--- src/rtl/seg7_scan_driver_if.sv ---
// Display-side bus of the seven-segment scan driver: BCD load strobe in, segment/digit drive out.
// The blink_mask field exists only when SEG7_SCAN_BLINK_EN is defined.
interface seg7_scan_driver_if;
  logic [23:0] bcd_in;
  logic        upd;
  logic [0:6]  seg;
  logic [5:0]  dig_sel;
  logic        frame_tick;
`ifdef SEG7_SCAN_BLINK_EN
  logic [5:0]  blink_mask;
`endif

  modport master (
`ifdef SEG7_SCAN_BLINK_EN
    output blink_mask,
`endif
    output bcd_in, upd,
    input  seg, dig_sel, frame_tick
  );

  modport slave (
`ifdef SEG7_SCAN_BLINK_EN
    input  blink_mask,
`endif
    input  bcd_in, upd,
    output seg, dig_sel, frame_tick
  );
endinterface

--- src/rtl/seg7_scan_driver.sv ---
// Six-digit multiplexed seven-segment driver with per-slot anti-ghost blanking and frame-synchronous
// display updates. Optional digit blinking is compiled in with macro SEG7_SCAN_BLINK_EN.
module seg7_scan_driver #(
  parameter int SCAN_DIV  = 50000,
  parameter int BLANK_CYC = 16,
  parameter int BLINK_DIV = 16
) (
  input logic               clk,
  input logic               clr,
  seg7_scan_driver_if.slave bus
);

  localparam int CNT_W = (SCAN_DIV > 1) ? $clog2(SCAN_DIV) : 1;
  localparam logic [CNT_W-1:0] CNT_LAST = CNT_W'(SCAN_DIV - 1);

  logic [CNT_W-1:0] cnt;
  logic [2:0]       idx;
  logic [23:0]      shadow;
  logic [23:0]      disp;
  logic             pending;
  logic             frame_end;
  logic             in_blank;
  logic             dark;
  logic [3:0]       digit;
  logic [0:6]       seg_p1;
  logic [5:0]       dig_sel_p1;

  function automatic logic [0:6] decode(input logic [3:0] d);
    logic [0:6] s;
    case (d)
      4'd0:    s = 7'b1111110;
      4'd1:    s = 7'b0110000;
      4'd2:    s = 7'b1101101;
      4'd3:    s = 7'b1111001;
      4'd4:    s = 7'b0110011;
      4'd5:    s = 7'b1011011;
      4'd6:    s = 7'b1011111;
      4'd7:    s = 7'b1110000;
      4'd8:    s = 7'b1111111;
      4'd9:    s = 7'b1111011;
      default: s = 7'b0000000;
    endcase
    return s;
  endfunction

  generate
    if (SCAN_DIV < BLANK_CYC + 2 || BLANK_CYC < 0 || BLINK_DIV < 1) begin : gen_bad_params
      $error("seg7_scan_driver: illegal SCAN_DIV/BLANK_CYC/BLINK_DIV combination");
    end
    if (BLANK_CYC == 0) begin : gen_no_blank
      assign in_blank = 1'b0;
    end else begin : gen_blank
      assign in_blank = (cnt < CNT_W'(BLANK_CYC));
    end
  endgenerate

  assign frame_end = (cnt == CNT_LAST) && (idx == 3'd5);

  always_comb begin
    digit = disp[3:0];
    case (idx)
      3'd1:    digit = disp[7:4];
      3'd2:    digit = disp[11:8];
      3'd3:    digit = disp[15:12];
      3'd4:    digit = disp[19:16];
      3'd5:    digit = disp[23:20];
      default: digit = disp[3:0];
    endcase
  end

`ifdef SEG7_SCAN_BLINK_EN
  localparam int BL_W = (BLINK_DIV > 1) ? $clog2(BLINK_DIV) : 1;
  localparam logic [BL_W-1:0] BL_LAST = BL_W'(BLINK_DIV - 1);

  logic [BL_W-1:0] blink_cnt;
  logic            blink_phase;

  // Blink phase flips every BLINK_DIV frames, starting visible.
  always_ff @(posedge clk or posedge clr) begin
    if (clr) begin
      blink_cnt   <= '0;
      blink_phase <= 1'b0;
    end else if (frame_end) begin
      if (blink_cnt == BL_LAST) begin
        blink_cnt   <= '0;
        blink_phase <= ~blink_phase;
      end else begin
        blink_cnt <= blink_cnt + 1'b1;
      end
    end
  end

  assign dark = blink_phase & bus.blink_mask[idx];
`else
  assign dark = 1'b0;
`endif

  // Stage p0: scan position and frame-synchronous display register.
  always_ff @(posedge clk or posedge clr) begin
    if (clr) begin
      cnt     <= '0;
      idx     <= 3'd0;
      shadow  <= '0;
      disp    <= '0;
      pending <= 1'b0;
    end else begin
      if (cnt == CNT_LAST) begin
        cnt <= '0;
        idx <= (idx == 3'd5) ? 3'd0 : idx + 3'd1;
      end else begin
        cnt <= cnt + 1'b1;
      end

      // A strobe landing on the frame end bypasses the shadow so it is never a frame late.
      if (frame_end) begin
        if (bus.upd) begin
          disp   <= bus.bcd_in;
          shadow <= bus.bcd_in;
        end else if (pending) begin
          disp <= shadow;
        end
        pending <= 1'b0;
      end else if (bus.upd) begin
        shadow  <= bus.bcd_in;
        pending <= 1'b1;
      end
    end
  end

  // Stage p1: registered segment and digit drive, one cycle behind the scan position.
  always_ff @(posedge clk or posedge clr) begin
    if (clr) begin
      seg_p1     <= '0;
      dig_sel_p1 <= '0;
    end else if (in_blank) begin
      seg_p1     <= '0;
      dig_sel_p1 <= '0;
    end else begin
      seg_p1     <= dark ? 7'b0000000 : decode(digit);
      dig_sel_p1 <= 6'd1 << idx;
    end
  end

  assign bus.seg        = seg_p1;
  assign bus.dig_sel    = dig_sel_p1;
  assign bus.frame_tick = frame_end;

endmodule
--- src/flat_wrapper.sv ---
// flat-port wrapper written by rule: the top's interface ports become plain ports
module seg7_scan_driver_flat 
#(
  parameter int SCAN_DIV  = 50000,
  parameter int BLANK_CYC = 16,
  parameter int BLINK_DIV = 16
)
  (clk, clr, bus_bcd_in, bus_upd, bus_seg, bus_dig_sel, bus_frame_tick);
  seg7_scan_driver_if bus_i ();
  input logic clk;
  input logic clr;
  input wire logic [$bits(bus_i.bcd_in)-1:0] bus_bcd_in;
  input wire logic [$bits(bus_i.upd)-1:0] bus_upd;
  output wire logic [$bits(bus_i.seg)-1:0] bus_seg;
  output wire logic [$bits(bus_i.dig_sel)-1:0] bus_dig_sel;
  output wire logic [$bits(bus_i.frame_tick)-1:0] bus_frame_tick;
  assign bus_i.bcd_in = bus_bcd_in;
  assign bus_i.upd = bus_upd;
  assign bus_seg = bus_i.seg;
  assign bus_dig_sel = bus_i.dig_sel;
  assign bus_frame_tick = bus_i.frame_tick;
  seg7_scan_driver #(.SCAN_DIV(SCAN_DIV), .BLANK_CYC(BLANK_CYC), .BLINK_DIV(BLINK_DIV)) u_core (.clk(clk), .clr(clr), .bus(bus_i));
endmodule
--- config.mk ---
export PLATFORM = sky130hd
export DESIGN_NAME = seg7_scan_driver_flat
export DESIGN_NICKNAME = d
export VERILOG_FILES = /design/src/rtl/seg7_scan_driver_if.sv /design/src/rtl/seg7_scan_driver.sv /design/src/flat_wrapper.sv
export SDC_FILE = /design/constraint.sdc
export NUM_CORES = 1
export LEC_CHECK = 0
export ABC_CLOCK_PERIOD_IN_PS = 3300
export CAP_MARGIN = 20
export CORE_UTILIZATION = 45
export CTS_CLUSTER_SIZE = 24
export DETAILED_ROUTE_END_ITERATION = 10
export HOLD_SLACK_MARGIN = 0.12
export PLACE_DENSITY = 0.73
export SLEW_MARGIN = 10
export SYNTH_ARGS = -nofsm -noshare
export SYNTH_HDL_FRONTEND = slang
export SYNTH_SLANG_ARGS = --single-unit
--- constraint.sdc ---
create_clock -name clk -period 3.3 [get_ports clk]
set_input_delay 0.66 -clock clk [delete_from_list [all_inputs] [get_ports clk]]
set_output_delay 0.66 -clock clk [all_outputs]
set_load 0.05 [all_outputs]
# == Word level (Yosys, flattened, before mapping) ==
# Memories as Yosys holds them, arrays and structs flattened.
# Index checks and enable logic that the tools add are counted.
# Widths: inputs -> output; s select.
# totals
register_bits,81
rom_bits,112
input_bits,27
output_inout_bits,14
elab_cells,31
n_memories,1
# op_classes
addsub,2
n_lt_le_gt_ge,1
n_eq_ne,6
n_shift,1
mux,9
n_reduce_logical,4
# mem_list
name,words,word_bits,rd,rd_ports_with_merged_regs,write_ports,line_no,rtl
(name not given),16,7,1,0,0,seg7_scan_driver.sv:30,case (d)
# op_table
operator,n
$mux 24,2
$pmux 4 s5,1
$add 16x1->16 const B,1
$eq 16x16->1 const B,1
$lt 16x5->1 const B,1
$mux 16,1
$mux 7,1
$eq 3x2->1 const B,2
$eq 3x3->1 const B,2
$mux 6,1
$shl 1x3->6 const A,1
$reduce_bool 2->1,2
$add 3x1->3 const B,1
$eq 3x1->1 const B,1
$mux 3,1
$mux 1,2
$reduce_and 2->1,1
$logic_and 1x1->1,1

# == Logic depth before layout (Yosys ltp) ==
# Gate-level depths: netlist of the first run.
# An unclocked memory read counts as a cell.
# depth
ltp_word,4
mapped_depth,14
mapped_depth_nobuf,11

# == Worst setup path before layout of the first run ==
# Ideal clock, no wire load.
# synth_path
kind,register to register
from,register u_core.idx[0]
to,register u_core.seg_p1 (netlist bit u_core.bus.seg[1])
t_arrival_ps,2314
setup_slack_ps,854
path_stages_with_launch,13
n_path_buf,2
period_less_slack_ps,2446
path_cell_list,dfrtp_1 -> clkbuf_1 -> and2_1 -> ha_1 -> clkbuf_1 -> nor2_1 -> a211o_1 -> a21oi_1 -> nor2_1 -> inv_1 -> ha_1 -> a22oi_1 -> nor2_1
# synth_between
elab_chain_len,4
elab_cells_between_ends,8
cone_classes,eq/ne: 5; mux: 2; memory: 1
# synth_lines
item,line_no,rtl
"start, declared",seg7_scan_driver.sv:17,logic [2:0] idx;
"start signal, assigned",seg7_scan_driver.sv:109,idx <= (idx == 3'd5) ? 3'd0 : idx + 3'd1;
$eq 3x3->1 (tied with other cells),seg7_scan_driver.sv:61,case (idx)
$pmux 4 s5 *,seg7_scan_driver.sv:61,
$mem_v2 16x7 *,n/a,
$mux 7 *,seg7_scan_driver.sv:135,end else if (in_blank) begin
"end signal, assigned",seg7_scan_driver.sv:139,seg_p1 <= dark ? 7'b0000000 : decode(digit);
"end, declared",seg7_scan_driver.sv:25,logic [0:6] seg_p1;
# Every way passes the cells marked *; elsewhere a longest branch is shown, timed or not.
# A chain may end at the register's enable or synchronous reset.

# == Worst setup path after layout of the first run ==
# layout_path
from,register u_core.idx[1]
to,register u_core.seg_p1 (netlist bit u_core.bus.seg[0])
# The elaborated chain is that of the path after synthesis.

==> metrics.yaml, run 1 <==
timing:
  skew_ns: 0.009105
  rsz0062_at_grt: "no"
  maxSlewViolCount: 0
  fin_crit_sh: 0.8303
  setup_tns_ns: 0
  setup_slack_ns: 0.5600
  timing.fmax_mhz: 365.0
  tightestPinTransition_ns: 0.6693
  setup_viol: 0
  relSlewSlack: 0.5533
  hold_viol_final: 0
  period_needed_ns: 2.740
global_routing:
  first_global_vias: 2412
  grt_overflow_total: 0
  grt_pass1_wl_um: 11720
  antenna_found_initial: 0
  grt_max_degree: 43
  grtUsageTotal: 0.1770
cts:
  clk_pin_slew_ns: 0.08
  clockBufferDepth: 2
  cts.sink_count: 81
  hold_buffers: 0
  numCtsBuffers: 9
  h-tree-depth: 3
  cts_resized: 0
  cts_tree: "yes"
  clock_latency_ns: 0.35
  cts_setup_buffers: 0
  cts_root_buf: "clkbuf_8"
min_path:
  holdCritPathClass: "reg -> reg"
cells_and_area:
  antennaDiodeCount: 0
  area.growth.synth_to_final_pct: 18.78
  layout.nets: 373
  final_common_cell: "dfrtp_1"
  fillCellCount: 692
  layout_common_cells: "dfrtp_1, clkdlybuf4s50_1, mux2_2"
  final_layout_size_suffix_gt1_frac: 0.2267
routing:
  vias_per_cell: 5.211
  drt_iter0_drc: 116
  routed_wirelength_um: 6621
  drtPass1Iterations: 4
  postRouteAntennaNets: 0
  drc: 0
  wl_per_cell_um: 14.85
  vias: 2324
die:
  start_util: 0.4719
  core_area_um2: 7848
  die_y_um: 92.72
  die_w_um: 92.72
  placementRows: 32
  die_area_um2: 8597
  io_pins: 41
worst_setup_path:
  critPathKind: "reg -> reg"
  critPathArrivalTime_ns: 2.98
  crit_required_ns: 3.54
  cp_max_fo: 21
  start_kind: "flip-flop"
  endpoint_kind: "flip-flop"
synthesis:
  synthesis.instances: 296
  ys_seq_area_frac: 0.5473
  syn_area_um2: 3704
  ys_types: 41
  syn_area_per_cell_um2: 12.51
  ys_warn_count: 0
  syn_nets: 330
  ys_ff_latch: 81
power:
  ir_drop_mv: 0.2148
  power_density_nw_per_um2: 402.7
  power.leakage_nw: 2.029
place:
  gp_congestion: 0.8222
  dp_hpwl_um: 4849
  place_ws_ns: 0.5753
  portBuffers: 40
run:
  drv_cap: 0
outcome:
  status: "completed"
flip-flops by register name, summed over array words and instances, names as in the netlist:
signal,count
u_core.bus.dig_sel,6
u_core.bus.seg,7
u_core.cnt,16
u_core.disp,24
u_core.idx,3
u_core.pending,1
u_core.shadow,24
metal layers:
metal / vias to the layer above / GRT usage / part of all wire
met5: - / 0 / 0
met4: 0 / 0.06282 / 0.014
li1: 1116 / - / -
met1: 1167 / 0.2296 / 0.46
met3: 9 / 0.04516 / 0.033
met2: 32 / 0.2877 / 0.49
critical path: stages, from the launching register on:
cell,delay [ns]
dfrtp_1,0.70
and2_1,0.21
ha_1,0.34
nand2b_1,0.20
mux2i_1,0.11
o32ai_1,0.54
nor2_1,0.15
and3b_1,0.23
a21o_1,0.15
worst paths after layout:
path / endpoint / slack (ns) / cells past startpoint / startpoint
min reg2reg: u_core.cnt[0]$_DFF_PP0_ / 0.48 / 1 / u_core.cnt[0]$_DFF_PP0_
max in group asynchronous: u_core.bus.seg[0]$_DFF_PP0_ / 1.96 / 3 / clr
min: u_core.cnt[0]$_DFF_PP0_ / 0.48 / 1 / u_core.cnt[0]$_DFF_PP0_
max: u_core.bus.seg[0]$_DFF_PP0_ / 0.56 / 8 / u_core.idx[1]$_DFFE_PP0N_
max reg2reg: u_core.bus.seg[0]$_DFF_PP0_ / 0.56 / 8 / u_core.idx[1]$_DFFE_PP0N_
min in group asynchronous: u_core.shadow[10]$_DFFE_PP0P_ / 0.70 / 2 / clr
cell families (layout without fill, tap and decap cells):
| group | count (synthesis) | count (layout) | share of synthesized area |
|---|---|---|---|
| compound gates | 33 | 33 | 0.05879 |
| xor+xnor | 14 | 14 | 0.03311 |
| fa+ha+maj | 7 | 7 | 0.02365 |
| buf+inv | 19 | 67 | 0.02669 |
| flops | 81 | 81 | 0.5473 |
| mux | 56 | 56 | 0.1885 |
| simple gates | 86 | 86 | 0.1220 |
per-stage QoR:
step / utilization / power (W) / instance area [µm²] / std cells / hold WS [ns]
floorplan: - / 0.001102 / 3704 / 296 / 0.4479
global placement: 0.5378 / 0.001149 / 4220 / 430 / 0.4750
detailed placement: 0.5378 / 0.001154 / 4220 / 430 / 0.4803
CTS: 0.5606 / 0.001799 / 4399 / 446 / 0.4923
global route: 0.5606 / 0.001857 / 4399 / 446 / 0.5125
finish: 0.5606 / 0.001772 / 4399 / 446 / 0.4847
power by group:
| group | leakage [nW] | switching [W] | total (W) | internal, W |
|---|---|---|---|---|
| Clock | 0.0862 | 0.000362 | 0.000641 | 0.000279 |
| Sequential | 1.02 | 0.00000723 | 0.00103 | 0.00102 |
| Combinational | 0.922 | 0.0000444 | 0.000103 | 0.0000583 |
layout make-up:
| cell class | instances | area (µm²) | share of cell area |
|---|---|---|---|
| flip-flops and latches | 81 | 2027 | 0.4607 |
| multi-input cells | 196 | 1578 | 0.3586 |
| repair buffers | 46 | 467.9 | 0.1064 |
| well taps | 102 | 127.6 | 0.02901 |
| clock buffers | 9 | 123.9 | 0.02816 |
| clock inverters | 7 | 55.05 | 0.01251 |
| inverters | 5 | 20.02 | 0.004551 |
cells in the mapped netlist (all sizes together):
library cell,n,area share
a2111oi,1,0.0024
a211o,2,0.0047
a21o,4,0.0081
a21oi,12,0.016
a22oi,1,0.0020
and2,4,0.0068
and3,1,0.0017
and3b,1,0.0024
and4,1,0.0024
buf,7,0.015
clkbuf,7,0.0071
dfrtp,81,0.55
ha,7,0.024
inv,5,0.0051
mux2,50,0.17
mux2i,6,0.016
nand2,17,0.019
nand2b,6,0.010
nand3,8,0.011
nand3b,2,0.0041
nand4,1,0.0017
nor2,24,0.024
nor2b,4,0.0068
nor3,6,0.0081
nor4,4,0.011
nor4b,1,0.0024
o211a,1,0.0027
o211ai,1,0.0020
o21ai,6,0.0081
o221ai,2,0.0047
o32a,2,0.0054
o32ai,1,0.0024
or2,2,0.0034
or3,3,0.0051
or4,1,0.0020
xnor2,6,0.014
xor2,8,0.019
Note: power is estimated with default switching activity, not from simulation.
==> inputs of run 2 (changes only) <==
--- a/config.mk
+++ b/config.mk
@@ -5,7 +5,7 @@
 export SDC_FILE = /design/constraint.sdc
 export NUM_CORES = 1
 export LEC_CHECK = 0
-export ABC_CLOCK_PERIOD_IN_PS = 3300
+export ABC_CLOCK_PERIOD_IN_PS = 2600
 export CAP_MARGIN = 20
 export CORE_UTILIZATION = 45
 export CTS_CLUSTER_SIZE = 24
==> constraint.sdc (replaced) <==
create_clock -name clk -period 2.6 [get_ports clk]
set_input_delay 0.52 -clock clk [delete_from_list [all_inputs] [get_ports clk]]
set_output_delay 0.52 -clock clk [all_outputs]
set_load 0.05 [all_outputs]
==> metrics.yaml, run 2 (synthesis gave the netlist of run 1 again) <==
cts:
  clk_pin_slew_ns: 0.08  # about the same
  cts.sink_count: 81  # unchanged
  cts_root_buf: "clkbuf_8"  # unchanged
  clock_latency_ns: 0.35  # about the same
  numCtsBuffers: 9  # unchanged
  cts_tree: "yes"  # unchanged
  clockBufferDepth: 2  # unchanged
  h-tree-depth: 3  # unchanged
power:
  finalPower_w: 0.002338  # was 0.001772 W
  power.leakage_nw: 2.064  # was 2.029 nW
  ir_drop_mv: 0.2820  # was 0.2148 mV
  p_sw_frac: 0.2154  # was 0.2337
  power_switching_w: 0.0005036  # was 0.0004140 W
  p_int_w: 0.001834  # was 0.001358 W
  power_frac_clock: 0.385  # was 0.362
  power.share.sequential: 0.558  # was 0.580
  power_density_nw_per_um2: 524.6  # was 402.7 nW/µm²
  comb_power_share: 0.057  # was 0.058
place:
  place_ws_ns: 0.1746  # was 0.5753 ns
  gp_congestion: 0.8253  # was 0.8222
  dp_hpwl_um: 4731  # was 4849 µm
  portBuffers: 40  # unchanged
worst_setup_path:
  cp_max_fo: 6  # was 21
  crit_required_ns: 2.08  # was 3.54 ns
  critPathKind: "reg -> out"  # was reg -> reg
  endpoint_kind: "primary output"  # was flip-flop
  start_kind: "flip-flop"  # unchanged
  critPathArrivalTime_ns: 1.92  # was 2.98 ns
routing:
  drtPass1Iterations: 4  # unchanged
  drt_iter0_drc: 167  # was 116
  postRouteAntennaNets: 0  # unchanged
  vias_per_cell: 5.138  # was 5.211
  vias: 2312  # was 2324
  drc: 0  # unchanged
  routed_wirelength_um: 6562  # was 6621 µm
  wl_per_cell_um: 14.58  # was 14.85 µm
run:
  drv_cap: 0  # unchanged
die:
  die_w_um: 92.72  # unchanged
  placementRows: 32  # unchanged
  die_area_um2: 8597  # unchanged
  start_util: 0.4719  # unchanged
  core_area_um2: 7848  # unchanged
  io_pins: 41  # unchanged
  die_y_um: 92.72  # unchanged
cells_and_area:
  antennaDiodeCount: 0  # unchanged
  largestRegisters: "u_core.disp: 24 flops, u_core.shadow: 24 flops, u_core.cnt: 16 flops"  # unchanged
  multi_input_area_um2: 1587  # was 1578 µm²
  final_common_cell: "dfrtp_1"  # unchanged
  layout_common_cells: "dfrtp_1, clkdlybuf4s50_1, mux2_2"  # unchanged
  post-route-util: 0.5679  # was 0.5606
  area.growth.synth_to_final_pct: 20.34  # was 18.78%
  regArea_um2: 2027  # unchanged
  layout.nets: 377  # was 373
  final_layout_size_suffix_gt1_frac: 0.2414  # was 0.2267
  fillCellCount: 675  # was 692
global_routing:
  first_global_vias: 2425  # was 2412
  antenna_found_initial: 0  # unchanged
  grt_overflow_total: 0  # unchanged
  grtUsageTotal: 0.1725  # was 0.1770
  grt_pass1_wl_um: 11400  # was 11720 µm
  grt_max_degree: 38  # was 43
outcome:
  status: "completed"  # unchanged
timing:
  setup_viol: 0  # unchanged
  relSlewSlack: 0.5411  # was 0.5533
  period_needed_ns: 2.436
  setup_slack_ns: 0.1643  # was 0.5600 ns
  maxSlewViolCount: 0  # unchanged
  worst_hold_slack_ns: 0.4799  # was 0.4847 ns
  fin_crit_sh: 0.9368
  skew_ns: 0.006270  # was 0.009105 ns
  tightestPinTransition_ns: 0.6710  # was 0.6693 ns
  timing.fmax_mhz: 410.6
  hold_viol_final: 0  # unchanged
min_path:
  holdCritPathClass: "reg -> reg"  # unchanged
==> run 2: routing by layer <==
metal  up-vias  share of wire  GRT usage
li1       1129              -          -
met1      1126           0.47     0.2234
met2        45           0.48     0.2778
met3        12          0.030    0.03530
met4         0          0.015    0.08077
met5         -              0          0
==> run 2: worst max-delay path, stage by stage, from the launching register on <==
cell and delay, ns:
dfrtp_1 0.44, nor4_1 0.29, nand2_1 0.15, nor4_4 0.30
and2_2 0.24, buf_12 0.14
==> run 2: power by group through the flow <==
stage | Combinational [W] | Clock [W] | Sequential (W)
2_1_floorplan | 0.0000726 | 0 | 0.00133
3_3_place_gp | 0.000134 | 0 | 0.00133
3_5_place_dp | 0.000138 | 0 | 0.00133
4_1_cts | 0.000138 | 0.000932 | 0.00130
5_1_grt | 0.000148 | 0.000994 | 0.00131
6_report | 0.000133 | 0.000900 | 0.00130
==> run 2: path summary, 6_finish.rpt <==
path | start | end | slack [ns] | cells after the start
min | u_core.cnt[0]$_DFF_PP0_ | u_core.cnt[0]$_DFF_PP0_ | 0.48 | 1
min in group asynchronous | clr | u_core.idx[2]$_DFFE_PP0N_ | 0.53 | 2
max reg2reg | u_core.idx[1]$_DFFE_PP0N_ | u_core.bus.seg[6]$_DFF_PP0_ | 0.22 | 7
min reg2reg | u_core.cnt[0]$_DFF_PP0_ | u_core.cnt[0]$_DFF_PP0_ | 0.48 | 1
max in group asynchronous | clr | u_core.shadow[5]$_DFFE_PP0P_ | 1.53 | 3
max | u_core.cnt[4]$_DFF_PP0_ | bus_frame_tick | 0.16 | 5
==> run 2: layout make-up <==
type	count	share of cell area
clock inverter	6	0.01291
inverter	5	0.005053
timing repair buffer	50	0.1117
multi-input combinational	196	0.3560
clock buffer	10	0.03088
sequential	81	0.4548
tap	102	0.02864
==> run 2: through the flow <==
step	cells	setup TNS [ns]	instance area, µm²
2_1_floorplan	296	0	3707
3_3_place_gp	434	0	4253
3_5_place_dp	434	0	4253
4_1_cts	450	0	4448
5_1_grt	450	-0.06310	4457
6_report	450	0	4457
==> run 2: timing repair <==
item	4_1_cts	5_1_grt
buffers inserted	0	0
endpoints found under the setup margin	0	5
resized for setup	0	2
hold buffers	0	0
==> inputs of run 3 (changes only) <==
--- a/config.mk
+++ b/config.mk
@@ -12,6 +12,7 @@
 export DETAILED_ROUTE_END_ITERATION = 10
 export HOLD_SLACK_MARGIN = 0.12
 export PLACE_DENSITY = 0.73
+export SKIP_LAST_GASP = 1
 export SLEW_MARGIN = 10
 export SYNTH_ARGS = -nofsm -noshare
 export SYNTH_HDL_FRONTEND = slang
==> results of run 3 <==
The final DEF is identical to that of run 2; final timing and power are the same.
